==> config.mk <==
export PLATFORM = sky130hd
export DESIGN_NAME = imem_loader
export DESIGN_NICKNAME = d
export VERILOG_FILES = /design/src/rtl/imem_loader.sv
export SDC_FILE = /design/constraint.sdc
export NUM_CORES = 1
export LEC_CHECK = 0
export ABC_AREA = 1
export BUFFER_PORTS_ARGS = -buffer_cell sky130_fd_sc_hd__buf_4
export CAP_MARGIN = 20
export CORE_MARGIN = 2
export CORE_UTILIZATION = 55
export DETAILED_ROUTE_END_ITERATION = 8
export PLACE_DENSITY = 0.84
export SLEW_MARGIN = 20
export SYNTH_ARGS = -nofsm -noshare
export SYNTH_HDL_FRONTEND = slang
export SYNTH_SLANG_ARGS = --single-unit
==> constraint.sdc <==
create_clock -name clk -period 2.53 [get_ports clk]
set_input_delay 0.253 -clock clk [delete_from_list [all_inputs] [get_ports clk]]
set_output_delay 0.253 -clock clk [all_outputs]
set_load 0.02 [all_outputs]
==> src/rtl/imem_loader.sv <==
// Boot-time instruction-memory loader: assembles little-endian words from a byte stream,
// writes them from address 0 upward, then verifies an XOR checksum before releasing the core.
module imem_loader #(
  parameter int unsigned DEPTH  = 32,
  parameter int unsigned ADDR_W = 5
) (
  input  logic              clk,
  input  logic              rst,
  input  logic              start,
  input  logic [ADDR_W:0]   word_count,
  input  logic [7:0]        byte_in,
  input  logic              byte_valid,
  output logic              byte_ready,
  output logic              wr_en,
  output logic [ADDR_W-1:0] wr_addr,
  output logic [31:0]       wr_data,
  output logic              core_hold,
  output logic              busy,
  output logic              done,
  output logic              err
);

  localparam logic [ADDR_W:0] DepthW = (ADDR_W + 1)'(DEPTH);

  typedef enum logic [2:0] {
    StIdle,
    StRecv,
    StWrite,
    StCheck,
    StDone
  } state_e;

  state_e              state_q, state_d;
  logic [ADDR_W:0]     count_q, count_d;
  logic [ADDR_W-1:0]   addr_q, addr_d;
  logic [31:0]         data_q, data_d;
  logic [1:0]          idx_q, idx_d;
  logic [7:0]          csum_q, csum_d;
  logic                err_q, err_d;
  logic                hold_q, hold_d;
  logic                ready_q, ready_d;
  logic                wr_en_q, wr_en_d;
  logic                busy_q, busy_d;
  logic                done_q, done_d;
  logic                xfer;

  // ready_q is high exactly in RECV/CHECK, so this is the handshake as seen by the source.
  assign xfer = byte_valid & ready_q;

  always_comb begin
    state_d = state_q;
    count_d = count_q;
    addr_d  = addr_q;
    data_d  = data_q;
    idx_d   = idx_q;
    csum_d  = csum_q;
    err_d   = err_q;
    hold_d  = hold_q;

    case (state_q)
      StIdle: begin
        if (start) begin
          if (word_count == '0 || word_count > DepthW) begin
            err_d   = 1'b1;
            hold_d  = 1'b1;
            state_d = StDone;
          end else begin
            count_d = word_count;
            addr_d  = '0;
            idx_d   = '0;
            csum_d  = '0;
            err_d   = 1'b0;
            hold_d  = 1'b1;
            state_d = StRecv;
          end
        end
      end
      StRecv: begin
        if (xfer) begin
          data_d[{idx_q, 3'b000} +: 8] = byte_in;
          csum_d = csum_q ^ byte_in;
          idx_d  = idx_q + 2'd1;
          if (idx_q == 2'd3) state_d = StWrite;
        end
      end
      StWrite: begin
        // The last word leaves the address in place, so a full-depth load never wraps.
        if ({1'b0, addr_q} == count_q - 1'b1) begin
          state_d = StCheck;
        end else begin
          addr_d  = addr_q + 1'b1;
          state_d = StRecv;
        end
      end
      StCheck: begin
        if (xfer) begin
          err_d   = (byte_in != csum_q);
          hold_d  = (byte_in != csum_q);
          state_d = StDone;
        end
      end
      StDone:  state_d = StIdle;
      default: state_d = StIdle;
    endcase

    // Outputs are registered images of the state being entered.
    ready_d = (state_d == StRecv) || (state_d == StCheck);
    wr_en_d = (state_d == StWrite);
    busy_d  = (state_d != StIdle);
    done_d  = (state_d == StDone);
  end

  always_ff @(posedge clk or negedge rst) begin
    if (!rst) begin
      state_q <= StIdle;
      count_q <= '0;
      addr_q  <= '0;
      data_q  <= '0;
      idx_q   <= '0;
      csum_q  <= '0;
      err_q   <= 1'b0;
      hold_q  <= 1'b1;
      ready_q <= 1'b0;
      wr_en_q <= 1'b0;
      busy_q  <= 1'b0;
      done_q  <= 1'b0;
    end else begin
      state_q <= state_d;
      count_q <= count_d;
      addr_q  <= addr_d;
      data_q  <= data_d;
      idx_q   <= idx_d;
      csum_q  <= csum_d;
      err_q   <= err_d;
      hold_q  <= hold_d;
      ready_q <= ready_d;
      wr_en_q <= wr_en_d;
      busy_q  <= busy_d;
      done_q  <= done_d;
    end
  end

  assign byte_ready = ready_q;
  assign wr_en      = wr_en_q;
  assign wr_addr    = addr_q;
  assign wr_data    = data_q;
  assign core_hold  = hold_q;
  assign busy       = busy_q;
  assign done       = done_q;
  assign err        = err_q;

endmodule

* Word-level counts from Yosys, hierarchy flattened
Cells that the tools add are included.
Storage, ports and cells: flip-flop bits (word level) 62, output and inout bits 43, logic and storage cells 76
Cells by class: add/sub/neg operators 4, magnitude comparators 1, equal/unequal tests 15, shift operators 2, mux-type cells 26, bitwise operators 3, reduce and logical (&&, ||, !) cells 13
Operator list (number):
- $bwmux 32 | 1
- $shift 8x7->32 const A | 1
- $shiftx 8x7->32 | 1
- $mux 8 | 3
- $pmux 8 s2 | 1
- $mux 3 | 5
- $mux 5 | 3
- $eq 3x2->1 const B | 4
- $pmux 3 s4 | 1
- $ne 2x2->1 const B | 5
- $pmux 5 s2 | 1
- $mux 2 | 4
- $ne 8x8->1 | 1
- $reduce_and 4->1 | 2
- $xor 8x8->8 | 1
- $neg 5->7 | 1
- $eq 3x1->1 const B | 2
- $eq 5x6->1 | 1
- $gt 6x6->1 const B | 1
- $logic_not 6->1 | 1
- $reduce_and 3->1 | 2
- $reduce_bool 2->1 | 3
- $sub 6x1->6 const B | 1
- $add 5x1->5 const B | 1
- 12 further kinds | 17

* Logic depth before layout (Yosys ltp)
Gate-level depths: netlist of run 1.
depth after elaboration 7, mapped depth 14

* Least setup slack after synthesis of run 1
OpenSTA, ideal clock, no wires.
kind reg-to-reg, from register idx_q[0], to register data_q[16] (netlist: wr_data[16]), library setup time 0.066 ns, data arrival time 1.870 ns, required time 2.464 ns, slack 0.595 ns, stages on the path, launching flop included 10, buffers on the path 3, cell sequence dfrtp_1 -> clkbuf_1 -> inv_1 -> ha_1 -> buf_4 -> inv_1 -> buf_2 -> nor2_1 -> nand3_1 -> nand2_1
Between the ends: word-level cells in the longest chain between the ends 3, elaborated cells between the ends (all ways) 4
RTL lines:
- start, declared | line 37 | logic [1:0] idx_q, idx_d;
- start signal, assigned | line 132 | idx_q <= idx_d;
- $neg 5->7 (*) | line 80 | data_d[{idx_q, 3'b000} +: 8] = byte_in;
- $shiftx 8x7->32 / $shift 8x7->32 (equally long branches) | line 80
- $bwmux 32 (*) | line 80
- end signal, assigned | line 131 | data_q <= data_d;
- end, declared | line 36 | logic [31:0] data_q, data_d;
Mark *: on every way between the ends. The rest lies on a longest branch, timed or not. A chain may end at the register's enable or synchronous reset.

* Worst setup path after layout of run 1
from register idx_q[1], to register data_q[2] (netlist: wr_data[2])
Same word-level chain as after synthesis.

==> results.json, run 1 <==
{
  "status": "complete, but fails checks",
  "violations": "negative hold slack",
  "path_cells": "inv_1 > ha_1 > inv_1 > nand2_1 > nor2_1 > nand2_1 > a21oi_1",
  "ant_nets": 0,
  "synth_cell_type_count": 25,
  "grt_pass1_vias": 2547,
  "crit_path_max_fanout": 11,
  "synth.cell_area_mm2": 0.003124,
  "die-area_mm2": 0.006300,
  "avgSynthCellArea_um2": 8.200,
  "cts_sinks": 62,
  "min_period_ns": 2.053,
  "tightest_slew_ns": 0.7779,
  "initial_utilization_pct": 56.74,
  "cts_setup_buffers": 0,
  "clkTransAtPathRegs_ns": 0.07,
  "required_ns": 2.79,
  "synthArstFlopShare_pct": 100.0,
  "ctsResizeCount": 0,
  "grt_remaining_overflow": 0,
  "synth_xor_xnor_area_share_pct": 3.644,
  "fmax_mhz": 487.0,
  "crit_buf_inv": 2,
  "total_power_mw": 4.131,
  "syn_inst": 381,
  "die_h_um": 79.37,
  "period_share_pct": 81.15,
  "worstSetupEndpointType": "flip-flop",
  "io_pins": 61,
  "rsz0062_at_grt": "no",
  "final_nets": 468,
  "die_x_um": 79.37,
  "slowest_delay_ns": 0.43,
  "synth.yosys.seq_area_share_pct": 49.70,
  "vias": 2742,
  "insertion_delay_ns": 0.34,
  "synth_warnings": 0,
  "io_buffers": 60,
  "layout.cells.non_filler": 519,
  "drcViolationCount": 0,
  "synth_top_family_by_area": "simple AND/OR/NAND/NOR gates",
  "antennaDiodeCount": 0,
  "whs_ns": -0.01512,
  "critical_path_class": "reg -> reg",
  "avgViaCountPerCell": 5.283,
  "synth_edf_count": 0,
  "first_pass_iters": 4,
  "cellLeakagePower_nw": 2.119,
  "hold_viol_final": 21,
  "hpwl_um": 4922,
  "critPathLaunch": "idx_q[1]",
  "row_count": 27,
  "cts_tree": "yes",
  "dp.cells": 503,
  "drive_gt1_share_pct": 20.36,
  "path_delay_family": "simple AND/OR/NAND/NOR gates",
  "rr_worst_depth": 7,
  "worstReg2RegStart": "idx_q[1]",
  "crit_path_top_delay_cell": "nor2_1",
  "r2r_end": "wr_data[2]",
  "worst-path-stages": 7,
  "ctsHoldBuffers": 0,
  "tns_ns": 0,
  "wirelength_um": 7146,
  "skew_ns": 0.008253,
  "grt_pass1_wl_um": 11990,
  "wl_met1_um": 3208,
  "ys_seq_elements": 62,
  "cp.arrival_ns": 2.32,
  "area_growth_pct": 22.83,
  "synthAdderAreaFrac_pct": 3.204,
  "slew_headroom_pct": 48.14,
  "cts-htree-levels": 3,
  "grt_usage_pct": 24.78,
  "min_path_type": "in -> async",
  "drt-initial-drc-count": 270,
  "setup-violations-final": 0,
  "final-max-slew-violation-count": 0,
  "muxShareOfSynthArea_pct": 0,
  "routedWlPerCell_um": 13.77,
  "vdd_drop_max_uv": 640.3,
  "grt_max_degree": 63,
  "topRoutingLayerUsed": "met4",
  "synth_top_flop_cell": "dfrtp_1",
  "r2r_slack_ns": 0.48,
  "syn_nets": 407,
  "crit_path_end": "wr_data[2]",
  "cp-start-kind": "flip-flop",
  "synthSimpleGateAreaFrac_pct": 28.47,
  "numCtsBuffers": 9,
  "cellPowerDensity_mw_per_mm2": 1076,
  "antenna_found_initial": 0,
  "core_mm2": 0.005507,
  "wl_met3_um": 398,
  "gp_congestion": 0.8116,
  "drv_cap": 0,
  "wl_met2_um": 3397,
  "cts_root_buf": "clkbuf_8",
  "synth_compound_area_share_pct": 7.409,
  "cts.path.max_buffers": 2
}
[registers in the layout, summed over array words and instances, names as in the netlist, 2 cells and up]
signal and count:
wr_addr 5, csum_q 8, idx_q 2, count_q 6, wr_data 32, state_q 3
[synth_stat cells (5+ instances only)]
cell | number | share of area, %
dfrtp_1 | 61 | 49
xnor2_1 | 6 | 1.7
nor2_1 | 41 | 4.9
inv_1 | 39 | 4.7
o21ai_1 | 5 | 0.80
o21ai_0 | 26 | 4.2
nand4_1 | 20 | 4.0
nand3_1 | 34 | 5.4
nand2_1 | 91 | 11
xor2_1 | 7 | 2.0
ha_1 | 8 | 3.2
a21oi_1 | 14 | 2.2
[how the worst min path moves through the flow]
stage / start / cells past startpoint / to
after floorplan: rst / 0 / busy
after global placement: rst / 1 / count_q[2]
after detailed placement: rst / 1 / count_q[1]
after CTS: rst / 1 / count_q[1]
after global routing: rst / 1 / count_q[1]
final: rst / 1 / count_q[2]
[placed cells by master (no fill, tap or decap), drive strengths merged]
cell type and count:
nand2 95, dfstp 1, nor2 46, nand4 20, clkinv 3, nand3 34, ha 8, nor3 2
a21oi 14, bufinv 3, clkbuf 9, o21ai 31, inv 42, xnor2 6, o22ai 1, clkinvlp 1
nand3b 1, dfrtp 61, xor2 7, buf 62
[cell type report]
class                      instances  area, µm²
clock buffer                       9      123.9
clock inverter                     7      112.6
fill                             445       1669
inverter                          42      157.7
multi-input combinational        265       1335
sequential                        62       1553
tap                               72      90.09
timing repair buffer              62      465.4
[layer usage]
metal | GRT usage, % | vias to the layer above
met1 | 33.91 | 1287
li1 | - | 1352
met3 | 5.769 | 16
met2 | 37.12 | 87
met4 | 12.41 | 0
met5 | 0 | -
[logic make-up after synthesis]
group                    after synthesis
AND/OR/NAND/NOR                      198
flip-flops                            62
buffers and inverters                 54
AO/OA/AOI/OAI                         46
XOR/XNOR                              13
adder cells (fa/ha/maj)                8
[metrics by stage]
stage               hold WS (ns)  area [µm²]  utilization (%)  worst slack [ns]
floorplan               -0.04259        3124                -            0.5945
global placement          0.3776        3601            65.39            0.6268
detailed placement        0.3843        3601            65.39            0.5271
CTS                      0.01795        3837            69.69            0.4811
global route             0.04369        3837            69.69            0.2406
finish                  -0.01512        3837            69.69            0.4768
[where the power goes]
group / internal [mW] / switching (mW) / leakage, nW / total [mW]
clock network: 0.649 / 0.404 / 0.119 / 1.05
registers: 1.28 / 0.177 / 0.809 / 1.45
logic: 0.561 / 1.06 / 1.19 / 1.62
Power figures use the tool's default switching activity.
==> inputs of run 2 (changes only) <==
Settings changed: CORE_UTILIZATION 55 to 50, PLACE_DENSITY 0.84 to 0.8.
Clock period 2.53 ns to 1.7 ns, I/O delays scaled along.
==> run 2 against run 1 <==
Effect of this change: the run now ends clean; clock skew grew 0.0044 ns; non-clock buffer count grew 11; via count grew 1.6%; utilization shrank 3.4 points; wire length grew 4.9%; clock-buffer cell count is the same; sequential power grew 50%; flip-flop and latch count is the same; cell count grew 2.7%; highest routed layer unchanged.
==> results.json, run 2 (synthesized netlist as in run 1, its figures left out) <==
{
  "multi_input_area_mm2": 0.001381,
  "pwr-share-clk_pct": 22.8,
  "cts.path.max_buffers": 2,
  "grt_pass1_vias": 2646,
  "crit_top_cell": "nand2_1",
  "crit_path_end": "wr_addr[4]",
  "drt-initial-drc-count": 148,
  "row_count": 28,
  "layout_commonest_cell": "nand2_1",
  "cts_root_buf": "clkbuf_8",
  "required_ns": 1.94,
  "final_nets": 479,
  "critical_path_class": "reg -> reg",
  "drcViolationCount": 0,
  "power.share.sequential_pct": 34.5,
  "period_share_pct": 94.91,
  "routedWlPerCell_um": 14.07,
  "wirelength_um": 7497,
  "whs_ns": 0.08749,
  "tns_ns": 0,
  "io_pins": 61,
  "largest_register_ffs": 32,
  "grt_usage_pct": 22.37,
  "nFillCells": 492,
  "first_pass_iters": 4,
  "setup-violations-final": 0,
  "area_growth_pct": 27.07,
  "hpwl_um": 5219,
  "die_h_um": 83.05,
  "vias": 2786,
  "most-common-layout-cells": "nand2_1 (88), buf_4 (71), dfrtp_1 (61)",
  "p_switching_mw": 2.592,
  "io_buffers": 60,
  "gp_congestion": 0.8659,
  "worstSetupEndpointType": "flip-flop",
  "slew_headroom_pct": 63.20,
  "r2r_slack_ns": 0.09,
  "min_path_type": "in -> reg",
  "antenna_found_initial": 0,
  "ant_nets": 0,
  "initial_utilization_pct": 52.15,
  "grt_max_degree": 37,
  "fmax_mhz": 619.8,
  "cts-htree-levels": 3,
  "cts_tree": "yes",
  "worstReg2RegStart": "count_q[0]",
  "cp.arrival_ns": 1.86,
  "tightest_slew_ns": 0.5478,
  "grt_pass1_wl_um": 12520,
  "final-max-slew-violation-count": 0,
  "cell_internal_pwr_mw": 3.710,
  "crit_path_max_fanout": 6,
  "rsz0062_at_grt": "yes",
  "rr_worst_depth": 11,
  "insertion_delay_ns": 0.35,
  "min_period_ns": 1.614,
  "clkTransAtPathRegs_ns": 0.08,
  "die_x_um": 83.05,
  "ff_latch_area_mm2": 0.001553,
  "antennaDiodeCount": 0,
  "skew_ns": 0.01261,
  "hold_viol_final": 0,
  "drive_gt1_share_pct": 24.24,
  "die-area_mm2": 0.006896,
  "avgViaCountPerCell": 5.227,
  "cts_sinks": 62,
  "vdd_drop_max_uv": 994.8,
  "slowest_delay_ns": 0.39,
  "drv_cap": 0,
  "numCtsBuffers": 9,
  "critPathLaunch": "count_q[0]",
  "core_mm2": 0.005991,
  "grt_remaining_overflow": 0,
  "cellPowerDensity_mw_per_mm2": 1588,
  "cp-start-kind": "flip-flop",
  "status": "complete, no violations",
  "sw_frac_of_total_pct": 41.13,
  "path_cells": "inv_2 > ha_2 > xnor2_1 > nor2_1 > nand2_1 > nor2_2 > nand2_2 > nand2_4 > nand2_4 > nand2_1 > nand2_1",
  "pwr-share-comb_pct": 42.7,
  "cellLeakagePower_nw": 2.166,
  "r2r_end": "wr_addr[4]",
  "crit_path_top_delay_cell": "dfrtp_1",
  "hold_depth": 3
}
run 2: area by class of cell:
type                       instances  area share, %
timing repair buffer              73          14.18
clock buffer                       9          3.120
multi-input combinational        265          34.79
tap                               75          2.364
clock inverter                     7          2.458
sequential                        62          39.11
inverter                          42          3.971
run 2: through the flow:
stage          instance area, µm²  setup WS [ns]  util (%)  instances  power, mW
3_3_place_gp                 3680        0.09773     61.42        513      4.637
2_1_floorplan                3138        0.01724         -        381      3.869
5_1_grt                      3970       -0.01761     66.27        533      6.716
4_1_cts                      3911       0.002021     65.29        530      6.212
3_5_place_dp                 3680        0.01200     61.42        513      4.741
6_report                     3970        0.08645     66.27        533      6.303
run 2: worst max-delay path, delay by kind of cell, from the launching register on:
| kind | cells | cell delay (ns) |
|---|---|---|
| DFF | 1 | 0.39 |
| adders and majority gates | 1 | 0.28 |
| and+or+nand+nor | 8 | 0.63 |
| buffers and inverters | 1 | 0.10 |
| xor gates and xnor gates | 1 | 0.12 |
run 2: how the worst min path moves through the flow:
stage,startpoint,end,slack (ns)
floorplan,rst,busy,-0.13
finish,word_count[2],count_q[2],0.09
global placement,rst,wr_addr[3],0.11
CTS,word_count[2],count_q[2],0.08
global route,word_count[2],count_q[2],0.09
detailed placement,rst,wr_addr[3],0.11
run 2: repair_timing:
item	4_1_cts	5_1_grt
hold buffers	1	0
hold endpoints to repair	25	0
setup buffers	0	3
endpoints found under the setup margin	0	20
gates resized for setup	0	11
run 2: per-layer routing:
layer  global-route usage, %  routed length (µm)  share of wire (%)
met5                       0                   0                  0
met4                   8.942                 195                2.6
met3                   5.865                 369                4.9
met2                   35.70                3609                 48
met1                   29.17                3323                 44
run 2: power groups by stage:
stage | Sequential [mW] | Clock, mW | Combinational, mW
final | 2.18 | 1.44 | 2.69
after detailed placement | 2.20 | 0 | 2.54
after floorplan | 2.46 | 0 | 1.41
after CTS | 2.18 | 1.46 | 2.57
after global routing | 2.23 | 1.53 | 2.96
after global placement | 2.18 | 0 | 2.46
